## src/rtl/shift_ctrl_if.sv

```systemverilog
// Parallel-in handshake and serial-out status bundle for shift_ctrl.
// The requester drives the master side; the serializer is the slave side.
interface shift_ctrl_if #(
  parameter int BIT  = 8,
  parameter int DIVW = 4
);
  localparam int CW = $clog2(BIT) + 1;

  logic            i_valid;
  logic [BIT-1:0]  i_data;
  logic [DIVW-1:0] i_div;
  logic            i_msb_first;
  logic            o_ready;
  logic            o_serial;
  logic            o_load;
  logic            o_busy;
  logic            o_done;
  logic [CW-1:0]   o_bitcnt;

  modport master (
    output i_valid, i_data, i_div, i_msb_first,
    input  o_ready, o_serial, o_load, o_busy, o_done, o_bitcnt
  );

  modport slave (
    input  i_valid, i_data, i_div, i_msb_first,
    output o_ready, o_serial, o_load, o_busy, o_done, o_bitcnt
  );
endinterface

```

## src/rtl/shift_ctrl.sv

```systemverilog
// Parallel-to-serial controller: accepts a word on a valid/ready handshake,
// shifts it out one bit per (div+1) clocks, then spends one GAP cycle
// pulsing o_done before returning to IDLE.
module shift_ctrl #(
  parameter int BIT  = 8,
  parameter int DIVW = 4
) (
  input  logic        i_clk,
  input  logic        i_rst,
  shift_ctrl_if.slave bus
);
  localparam int            CW       = $clog2(BIT) + 1;
  localparam logic [CW-1:0] LAST_BIT = CW'(BIT - 1);

  typedef enum logic [1:0] {IDLE, SHIFT, GAP} state_t;

  state_t          state_q, state_d;
  logic [BIT-1:0]  shreg_q;
  logic [DIVW-1:0] div_q;
  logic [DIVW-1:0] div_cnt_q;
  logic            msb_q;
  logic [CW-1:0]   bitcnt_q;

  logic accept;
  logic div_tc;
  logic last_bit;

  // Accept is suppressed during reset so a held request cannot load a frame
  // that reset is about to discard.
  assign accept   = bus.i_valid && (state_q == IDLE) && !i_rst;
  assign div_tc   = (div_cnt_q == div_q);
  assign last_bit = div_tc && (bitcnt_q == LAST_BIT);

  // State register with synchronous reset taking priority over everything.
  always_ff @(posedge i_clk) begin
    // NOTE: sequential state uses non-blocking assignments so every flop
    // samples pre-edge values regardless of block ordering.
    if (i_rst) state_q <= IDLE;
    else       state_q <= state_d;
  end

  // Next-state logic: IDLE -> SHIFT on accept, SHIFT -> GAP after the last
  // bit's full period, GAP -> IDLE after exactly one cycle.
  always_comb begin
    // NOTE: default assignment first so no path leaves state_d unassigned,
    // which would infer a latch.
    state_d = state_q;
    case (state_q)
      IDLE:    if (accept)   state_d = SHIFT;
      SHIFT:   if (last_bit) state_d = GAP;
      GAP:                   state_d = IDLE;
      default:               state_d = IDLE;
    endcase
  end

  // Datapath: load on accept, count the bit period, shift toward the output
  // end with zero fill, and count completed bits.
  always_ff @(posedge i_clk) begin
    if (i_rst) begin
      shreg_q   <= '0;
      div_q     <= '0;
      div_cnt_q <= '0;
      msb_q     <= 1'b0;
      bitcnt_q  <= '0;
    end else begin
      case (state_q)
        IDLE: begin
          if (accept) begin
            shreg_q   <= bus.i_data;
            div_q     <= bus.i_div;
            msb_q     <= bus.i_msb_first;
            div_cnt_q <= '0;
            bitcnt_q  <= '0;
          end
        end
        SHIFT: begin
          if (div_tc) begin
            div_cnt_q <= '0;
            bitcnt_q  <= bitcnt_q + CW'(1);
            shreg_q   <= msb_q ? {shreg_q[BIT-2:0], 1'b0}
                               : {1'b0, shreg_q[BIT-1:1]};
          end else begin
            div_cnt_q <= div_cnt_q + DIVW'(1);
          end
        end
        GAP: begin
          // Count is held at BIT for the GAP cycle and cleared on the way
          // back to IDLE.
          bitcnt_q <= '0;
          shreg_q  <= '0;
        end
        default: begin
          bitcnt_q <= '0;
        end
      endcase
    end
  end

  // Outputs decoded from state; ready is forced high during the reset cycle.
  always_comb begin
    bus.o_ready  = i_rst || (state_q == IDLE);
    bus.o_load   = accept;
    bus.o_busy   = (state_q == SHIFT) || (state_q == GAP);
    bus.o_done   = (state_q == GAP);
    bus.o_serial = 1'b0;
    if (state_q == SHIFT) bus.o_serial = msb_q ? shreg_q[BIT-1] : shreg_q[0];
    bus.o_bitcnt = bitcnt_q;
  end
endmodule

```

## src/flat_wrapper.sv

```systemverilog
// flat-port wrapper written by rule: the top's interface ports become plain ports
module shift_ctrl_flat 
#(
  parameter int BIT  = 8,
  parameter int DIVW = 4
)
  (i_clk, i_rst, bus_i_valid, bus_i_data, bus_i_div, bus_i_msb_first, bus_o_ready, bus_o_serial, bus_o_load, bus_o_busy, bus_o_done, bus_o_bitcnt);
  shift_ctrl_if #(.BIT(BIT), .DIVW(DIVW)) bus_i ();
  input  logic i_clk;
  input  logic i_rst;
  input wire logic [$bits(bus_i.i_valid)-1:0] bus_i_valid;
  input wire logic [$bits(bus_i.i_data)-1:0] bus_i_data;
  input wire logic [$bits(bus_i.i_div)-1:0] bus_i_div;
  input wire logic [$bits(bus_i.i_msb_first)-1:0] bus_i_msb_first;
  output wire logic [$bits(bus_i.o_ready)-1:0] bus_o_ready;
  output wire logic [$bits(bus_i.o_serial)-1:0] bus_o_serial;
  output wire logic [$bits(bus_i.o_load)-1:0] bus_o_load;
  output wire logic [$bits(bus_i.o_busy)-1:0] bus_o_busy;
  output wire logic [$bits(bus_i.o_done)-1:0] bus_o_done;
  output wire logic [$bits(bus_i.o_bitcnt)-1:0] bus_o_bitcnt;
  assign bus_i.i_valid = bus_i_valid;
  assign bus_i.i_data = bus_i_data;
  assign bus_i.i_div = bus_i_div;
  assign bus_i.i_msb_first = bus_i_msb_first;
  assign bus_o_ready = bus_i.o_ready;
  assign bus_o_serial = bus_i.o_serial;
  assign bus_o_load = bus_i.o_load;
  assign bus_o_busy = bus_i.o_busy;
  assign bus_o_done = bus_i.o_done;
  assign bus_o_bitcnt = bus_i.o_bitcnt;
  shift_ctrl #(.BIT(BIT), .DIVW(DIVW)) u_core (.i_clk(i_clk), .i_rst(i_rst), .bus(bus_i));
endmodule
```

## config.mk

```make
export PLATFORM = sky130hd
export DESIGN_NAME = shift_ctrl_flat
export DESIGN_NICKNAME = d
export VERILOG_FILES = /design/src/rtl/shift_ctrl_if.sv /design/src/rtl/shift_ctrl.sv /design/src/flat_wrapper.sv
export SDC_FILE = /design/constraint.sdc
export NUM_CORES = 1
export LEC_CHECK = 0
export CAP_MARGIN = 20
export CORE_MARGIN = 4
export CORE_UTILIZATION = 58
export CTS_BUF_LIST = sky130_fd_sc_hd__clkbuf_4 sky130_fd_sc_hd__clkbuf_8
export DETAILED_ROUTE_END_ITERATION = 7
export PLACE_DENSITY = 0.94
export SETUP_SLACK_MARGIN = 0.02
export SLEW_MARGIN = 20
export SYNTH_ARGS = -nofsm -noshare
export SYNTH_HDL_FRONTEND = slang
export SYNTH_SLANG_ARGS = --single-unit
```

## constraint.sdc

```tcl
create_clock -name i_clk -period 2.59 [get_ports i_clk]
set_input_delay 0.518 -clock i_clk [delete_from_list [all_inputs] [get_ports i_clk]]
set_output_delay 0.518 -clock i_clk [all_outputs]
set_load 0.05 [all_outputs]
```

==> run metrics, run 1 <==
Top FF cell, synth=dfxtp_1; Filler Cell Count=157; layout cells sized above 1=under 10%; CTS tree=done; final setup TNS=0 ns; Synth Cell Area=1400 µm²; Synth area leaders=dfxtp_1 33%, a21oi_1 5.7%, o21ai_0 5.3%; static leakage=0.570 nW; Syn Inst Count=168; clock period minus worst slack=2.46 ns; Synth top area share=32.8%; crit end category=output port; worst path arrival time=1.94 ns; largest net degree at the start of global routing=26; routed length per instance=about 14 µm; Synth warnings=0; Final period util=95.1%; clock latency on the worst-skew pair=about 0.3 ns; RSZ-0062 raised after global routing=no; Max Root-Sink Buffers=2; Synth async-reset ratio=0%; filler-free cell count of the finished design=216; Die Footprint=3270 µm²; Placement Setup Slack=0.276 ns; clock sink total=23; Starting Density=between 60 and 70%; #FFs+latches synth=23; routed wire length=3070 µm; clk slew on worst S/H paths=0.13 ns; Worst-Margin Slew=0.603 ns; final worst setup slack=around 0.13 ns; cts bufs inserted=3; 1st-iter DRT viols=between 40 and 50; VDD IR max=0.288 mV; post-route cell area=1690 µm²; Max Slew Vio Count=0; router iterations before antenna repair=4; Post-route DRC=0; Hold Fails Final Rpt=0; cell taking the most area after synthesis=dfxtp_1; sequential share of the synthesized area=32.8%; FF-to-FF setup slack=0.63 ns; placed cell area=1660 µm²; FP Rows=17; headroom to the max-slew limit=59.8%; HPWL after DPL=approximately 2300 µm; total track usage=19.4%; critical path startpoint category=flip-flop; clk_skew=0.00210 ns; critical path class=reg2out; DRT antenna net count=0; # hold bufs at CTS=0; initial antenna violation count=0; DIE WIDTH=57.2 µm; first-pass GRT wire length=about 5300 µm; Mapped Nets=189; RD Place Congestion=0.813; Setup Buffers After CTS=0; worst endpoint required time=2.07 ns; area grow syn2layout=20.1%; die height=57.2 µm; status=completed; H-tree Lvls=1; post-cts sizing count=0; CTS root buf=clkbuf_4; core area=2250 µm²; final setup fails=0; Ports=25; pwr dens=458 nW/µm²; peak fanout along the critical path=4; # nets final=210; ANT cells=0; vias in the first global route=approximately 1200; Remaining Overflow, GRT=0; EDFF count, synth=0; max_cap viols=0; worst min-delay path class=reg2reg; post-DR vias/cell=5.94; Mapped Avg Cell Area=approximately 8.4 µm²; IO Port Bufs=24; Max Clock Freq=0.406 GHz; post-placement cell count=212; Yosys cell types=38; via count=1283
-- Yosys cell counts, types with 3 or more instances --
cell,n
a21oi_1,16
mux2i_1,7
nor2b_1,8
a31oi_1,4
dfxtp_1,23
clkbuf_1,4
ha_1,5
o21ai_0,15
xnor2_2,4
a211oi_1,3
nor2_1,13
inv_1,4
o41ai_1,8
nand3_1,4
nand2b_1,6
nand2_1,16
-- final timing paths --
| kind | depth (start not counted) | from | end |
|---|---|---|---|
| hold / removal | 2 | u_core.div_q[3] | u_core.div_q[3] |
| setup / recovery | 3 | u_core.state_q[0] | bus_o_busy |
| setup reg to reg | 6 | u_core.state_q[1] | u_core.div_cnt_q[2] |
| hold reg to reg | 2 | u_core.div_q[3] | u_core.div_q[3] |
-- where the power goes --
part,internal [mW],total (mW),leakage (nW),switching [mW]
Clock,0.0704,0.176,0.0184,0.105
Sequential,0.372,0.393,0.187,0.0207
Combinational,0.0874,0.204,0.365,0.117
-- registers in the layout, indices dropped and copies added, names as in the netlist --
signal and count:
u_core.bus.o_bitcnt 4, u_core.div_cnt_q 4, u_core.div_q 4, u_core.msb_q 1, u_core.shreg_q 8, u_core.state_q 2
-- critical path, cell delays in order, from the launching register on --
cell and delay, ns:
dfxtp_1 0.38, inv_1 0.08, ha_1 0.36, clkdlybuf4s50_1 0.83
-- metrics by stage --
stage / utilization [%] / hold slack [ns] / total power [mW]
2_1_floorplan: - / 0.483 / 0.546
3_3_place_gp: 73.5 / 0.502 / 0.595
3_5_place_dp: 73.5 / 0.506 / 0.603
4_1_cts: 74.8 / 0.526 / 0.778
5_1_grt: 74.8 / 0.566 / 0.815
6_report: 74.8 / 0.522 / 0.773
-- metal layers --
layer	wire (µm)	global-route usage (%)	up-vias
met2	1530	36.9	31
met5	0	0	-
li1	-	-	645
met4	59	5.30	0
met1	1350	22.7	603
met3	132	2.26	4
-- final cells by class --
type / count / area (µm²) / share of cell area [%]
Multi-Input combinational cell: 130 / 870 / 51.6
Sequential cell: 23 / 460 / 27.3
Timing Repair Buffer: 26 / 273 / 16.2
Tap cell: 28 / 35.0 / 2.08
Clock buffer: 4 / 30.0 / 1.78
Inverter: 5 / 18.8 / 1.11
-- cell families after synthesis --
group | after synthesis | share of synthesized area [%]
AOI/OAI and AO/OA | 53 | 25.0
xor gates and xnor gates | 4 | 4.63
adders and majority gates | 5 | 4.46
buffers and inverters | 15 | 5.26
DFF | 23 | 32.8
muxes | 7 | 4.99
and+or+nand+nor | 61 | 22.9
-- layout by cell type (no fill, tap or decap), types with 2 or more instances in the layout --
cell type | Yosys | final
o21ai_0 | 15 | 15
a31oi_1 | 4 | 4
nand4_1 | 2 | 2
mux2i_1 | 7 | 7
nand3_1 | 4 | 4
nand2_1 | 16 | 16
clkdlybuf4s50_1 | 0 | 21
buf_12 | 0 | 2
clkbuf_4 | 0 | 4
a21oi_1 | 16 | 16
buf_4 | 0 | 3
a21o_1 | 2 | 2
nand3b_1 | 2 | 2
nand2b_1 | 6 | 6
ha_1 | 5 | 5
xnor2_2 | 4 | 4
o41ai_1 | 8 | 8
dfxtp_1 | 23 | 23
nor2_1 | 13 | 13
nor2b_1 | 8 | 8
a211oi_1 | 3 | 3
inv_1 | 4 | 4
(Power assumes the default switching activity.)
==> run 2: changes to the inputs <==
--- a/config.mk
+++ b/config.mk
@@ -5,6 +5,7 @@
 export SDC_FILE = /design/constraint.sdc
 export NUM_CORES = 1
 export LEC_CHECK = 0
+export ABC_CLOCK_PERIOD_IN_PS = 2590
 export CAP_MARGIN = 20
 export CORE_MARGIN = 4
 export CORE_UTILIZATION = 58
==> results of run 2 <==
Final layout, timing and power as in run 1 (identical DEF).
==> run 3: changes to the inputs <==
--- a/config.mk
+++ b/config.mk
@@ -5,13 +5,14 @@
 export SDC_FILE = /design/constraint.sdc
 export NUM_CORES = 1
 export LEC_CHECK = 0
-export ABC_CLOCK_PERIOD_IN_PS = 2590
+export ABC_CLOCK_PERIOD_IN_PS = 2350
 export CAP_MARGIN = 20
 export CORE_MARGIN = 4
-export CORE_UTILIZATION = 58
+export CORE_UTILIZATION = 54
 export CTS_BUF_LIST = sky130_fd_sc_hd__clkbuf_4 sky130_fd_sc_hd__clkbuf_8
 export DETAILED_ROUTE_END_ITERATION = 7
-export PLACE_DENSITY = 0.94
+export GPL_TIMING_DRIVEN = 0
+export PLACE_DENSITY = 0.89
 export SETUP_SLACK_MARGIN = 0.02
 export SLEW_MARGIN = 20
 export SYNTH_ARGS = -nofsm -noshare
==> constraint.sdc (replaced) <==
create_clock -name i_clk -period 2.35 [get_ports i_clk]
set_input_delay 0.47 -clock i_clk [delete_from_list [all_inputs] [get_ports i_clk]]
set_output_delay 0.47 -clock i_clk [all_outputs]
set_load 0.05 [all_outputs]
==> run 3 against run 2 <==
Compared with the run above: combinational power rose by 20%; sequential power rose by 8.9%; die area rose by 6.4%; count of clock-buffer cells in the layout did not move; non-clock buffer count rose by 8; critical path type is now in2out; largest power group unchanged; highest routed layer unchanged.
==> run metrics, run 3 (synthesized netlist as in run 1, its figures left out) <==
initial antenna violation count=0 (unchanged); RSZ-0062 raised after global routing=no; post-route cell area=1710 µm² (+1.3%); DIE WIDTH=59.0 µm (+3.1%); routed length per instance=15.9 µm (+12%); Worst-Margin Slew=0.518 ns (-0.0847 ns); Remaining Overflow, GRT=0 (unchanged); status=completed; core area=2480 µm² (+9.9%); ANT cells=0 (unchanged); cts bufs inserted=3 (unchanged); HPWL after DPL=2650 µm (+14%); FF-to-FF setup slack=0.39 ns (-0.24 ns); Max Clock Freq=0.454 GHz; worst path arrival time=1.73 ns (-0.21 ns); critical path startpoint category=input port; placed cell area=1680 µm² (+1.5%); area grow syn2layout=21.7%; Final period util=between 90% and 100%; VDD IR max=0.382 mV (+33%); total track usage=22.4% (+3.0 points); static leakage=0.594 nW (+4.2%); hold_ws=0.534 ns (+0.0119 ns); P_int=590 µW (+11%); via count=1372 (+6.9%); Setup Buffers After CTS=0 (unchanged); DRT antenna net count=0 (unchanged); routed wire length=3590 µm (+17%); post-DR vias/cell=6.07 (+2.2%); H-tree Lvls=1 (unchanged); clk slew on worst S/H paths=0.13 ns (about the same); clock period minus worst slack=2.20 ns; headroom to the max-slew limit=65.4% (+5.5 points); RR Startpoint=u_core.state_q[1]; Post-route DRC=0 (unchanged); Ports=25 (unchanged); router iterations before antenna repair=4 (unchanged); Starting Density=56.7% (-5.6 points); FF-to-FF End=u_core.shreg_q[7]; Die Footprint=3480 µm² (+6.4%); vias in the first global route=1329 (+8.3%); first-pass GRT wire length=6050 µm (+15%); Max Slew Vio Count=0 (unchanged); most frequent cells in the layout=23 x dfxtp_1, 19 x clkdlybuf4s50_1, 16 x nand2_1, 16 x a21oi_1, 15 x o21ai_0; layout cells sized above 1=12.2% (+2.7 points); worst min-delay path class=reg2reg; # nets final=218 (+3.8%); IO Port Bufs=24 (unchanged); Max Root-Sink Buffers=2 (unchanged); # hold bufs at CTS=0 (unchanged); Reg with most FFs=u_core.shreg_q; 1st-iter DRT viols=51 (+24%); clock sink total=23 (unchanged); largest net degree at the start of global routing=13 (-50%); critical path class=in2out; FP Rows=18 (+1); die height=59.0 µm (+3.1%); R2R depth=7 (+1); commonest non-fill, non-tap cell in the layout=dfxtp_1; clock latency on the worst-skew pair=0.32 ns (+0.02 ns); Net Sw Power=287 µW (+18%); final setup fails=0 (unchanged); peak fanout along the critical path=10 (+6); switching share of power=32.8% (+1.3 points); RD Place Congestion=0.851 (+4.7%); max reg flops=8 (unchanged); clk_skew=0.00323 ns (+0.00113 ns); Flop pwr share=48.8% (-2.0 points); pwr dens=514 nW/µm² (+12%); max_cap viols=0 (unchanged); Clk pwr share=23.4% (+0.6 points); CTS tree=done; capture point of the worst path=bus_o_load; Hold Fails Final Rpt=0 (unchanged); worst endpoint required time=1.88 ns (-0.19 ns); Comb power frac=27.9% (+1.5 points); crit end category=output port; CP Launch Point=bus_i_valid; CTS root buf=clkbuf_4
run 3: cell count changes in the layout (fill, tap and decap cells not counted):
cell             before  now
dlygate4sd2_1         0    2
buf_12                2    0
clkbuf_4              4    5
clkdlybuf4s50_1      21   19
buf_2                 0    4
clkbuf_2              0    1
buf_4                 3    2
ha_2                  0    1
buf_1                 0    1
clkbuf_1              0    2
buf_6                 0    2
ha_1                  5    4
run 3: worst min path at each step:
stage                                start                     end  slack [ns]  cells past startpoint
finish                     u_core.div_q[3]         u_core.div_q[3]        0.53                      2
CTS                        u_core.div_q[3]         u_core.div_q[3]        0.54                      2
floorplan                  u_core.div_q[3]         u_core.div_q[3]        0.48                      2
global route               u_core.div_q[1]         u_core.div_q[1]        0.56                      2
global placement    u_core.bus.o_bitcnt[3]  u_core.bus.o_bitcnt[3]        0.50                      2
detailed placement         u_core.div_q[1]         u_core.div_q[1]        0.52                      2
run 3: power by group through the flow:
stage | combinational [mW] | clock, mW | sequential (mW)
2_1_floorplan | 0.168 | 0 | 0.434
4_1_cts | 0.241 | 0.206 | 0.427
3_3_place_gp | 0.233 | 0 | 0.435
5_1_grt | 0.265 | 0.226 | 0.431
3_5_place_dp | 0.243 | 0 | 0.436
6_report | 0.245 | 0.205 | 0.428
run 3: critical path: stages:
cell and delay, ns:
clkdlybuf4s50_1 0.52, and3b_1 0.26, buf_2 0.24, buf_4 0.23
run 3: through the flow:
stage | util (%) | setup WS (ns) | setup TNS [ns] | power [mW] | cells
finish | 68.9 | 0.149 | 0 | 0.877 | 226
floorplan | - | 0.422 | 0 | 0.602 | 168
CTS | 69.1 | 0.0894 | 0 | 0.875 | 226
global placement | 67.9 | -0.892 | -1.51 | 0.668 | 222
detailed placement | 67.9 | -0.935 | -1.62 | 0.679 | 222
global route | 68.9 | 0.0512 | 0 | 0.922 | 226
run 3: cell type report:
class | instances | area (µm²)
Multi-Input combinational cell | 130 | 872
Buffer | 10 | 61.3
Fill cell | 213 | 769
Timing Repair Buffer | 24 | 228
Clock buffer | 4 | 30.0
Tap cell | 30 | 37.5
Inverter | 5 | 18.8
Sequential cell | 23 | 460
run 3: metal layers:
metal  GRT usage, %  part of all wire [%]  vias to the layer above
li1               -                     -                      667
met1           27.1                    44                      658
met2           40.5                    51                       40
met3           2.61                   3.5                        7
met4           7.77                   1.5                        0
met5              0                     0                        -
run 3: timing repair:
action | in CTS | in global routing
gates resized for setup | 21 | 3
endpoints found under the hold margin | 0 | 0
setup endpoints to repair | 4 | 2
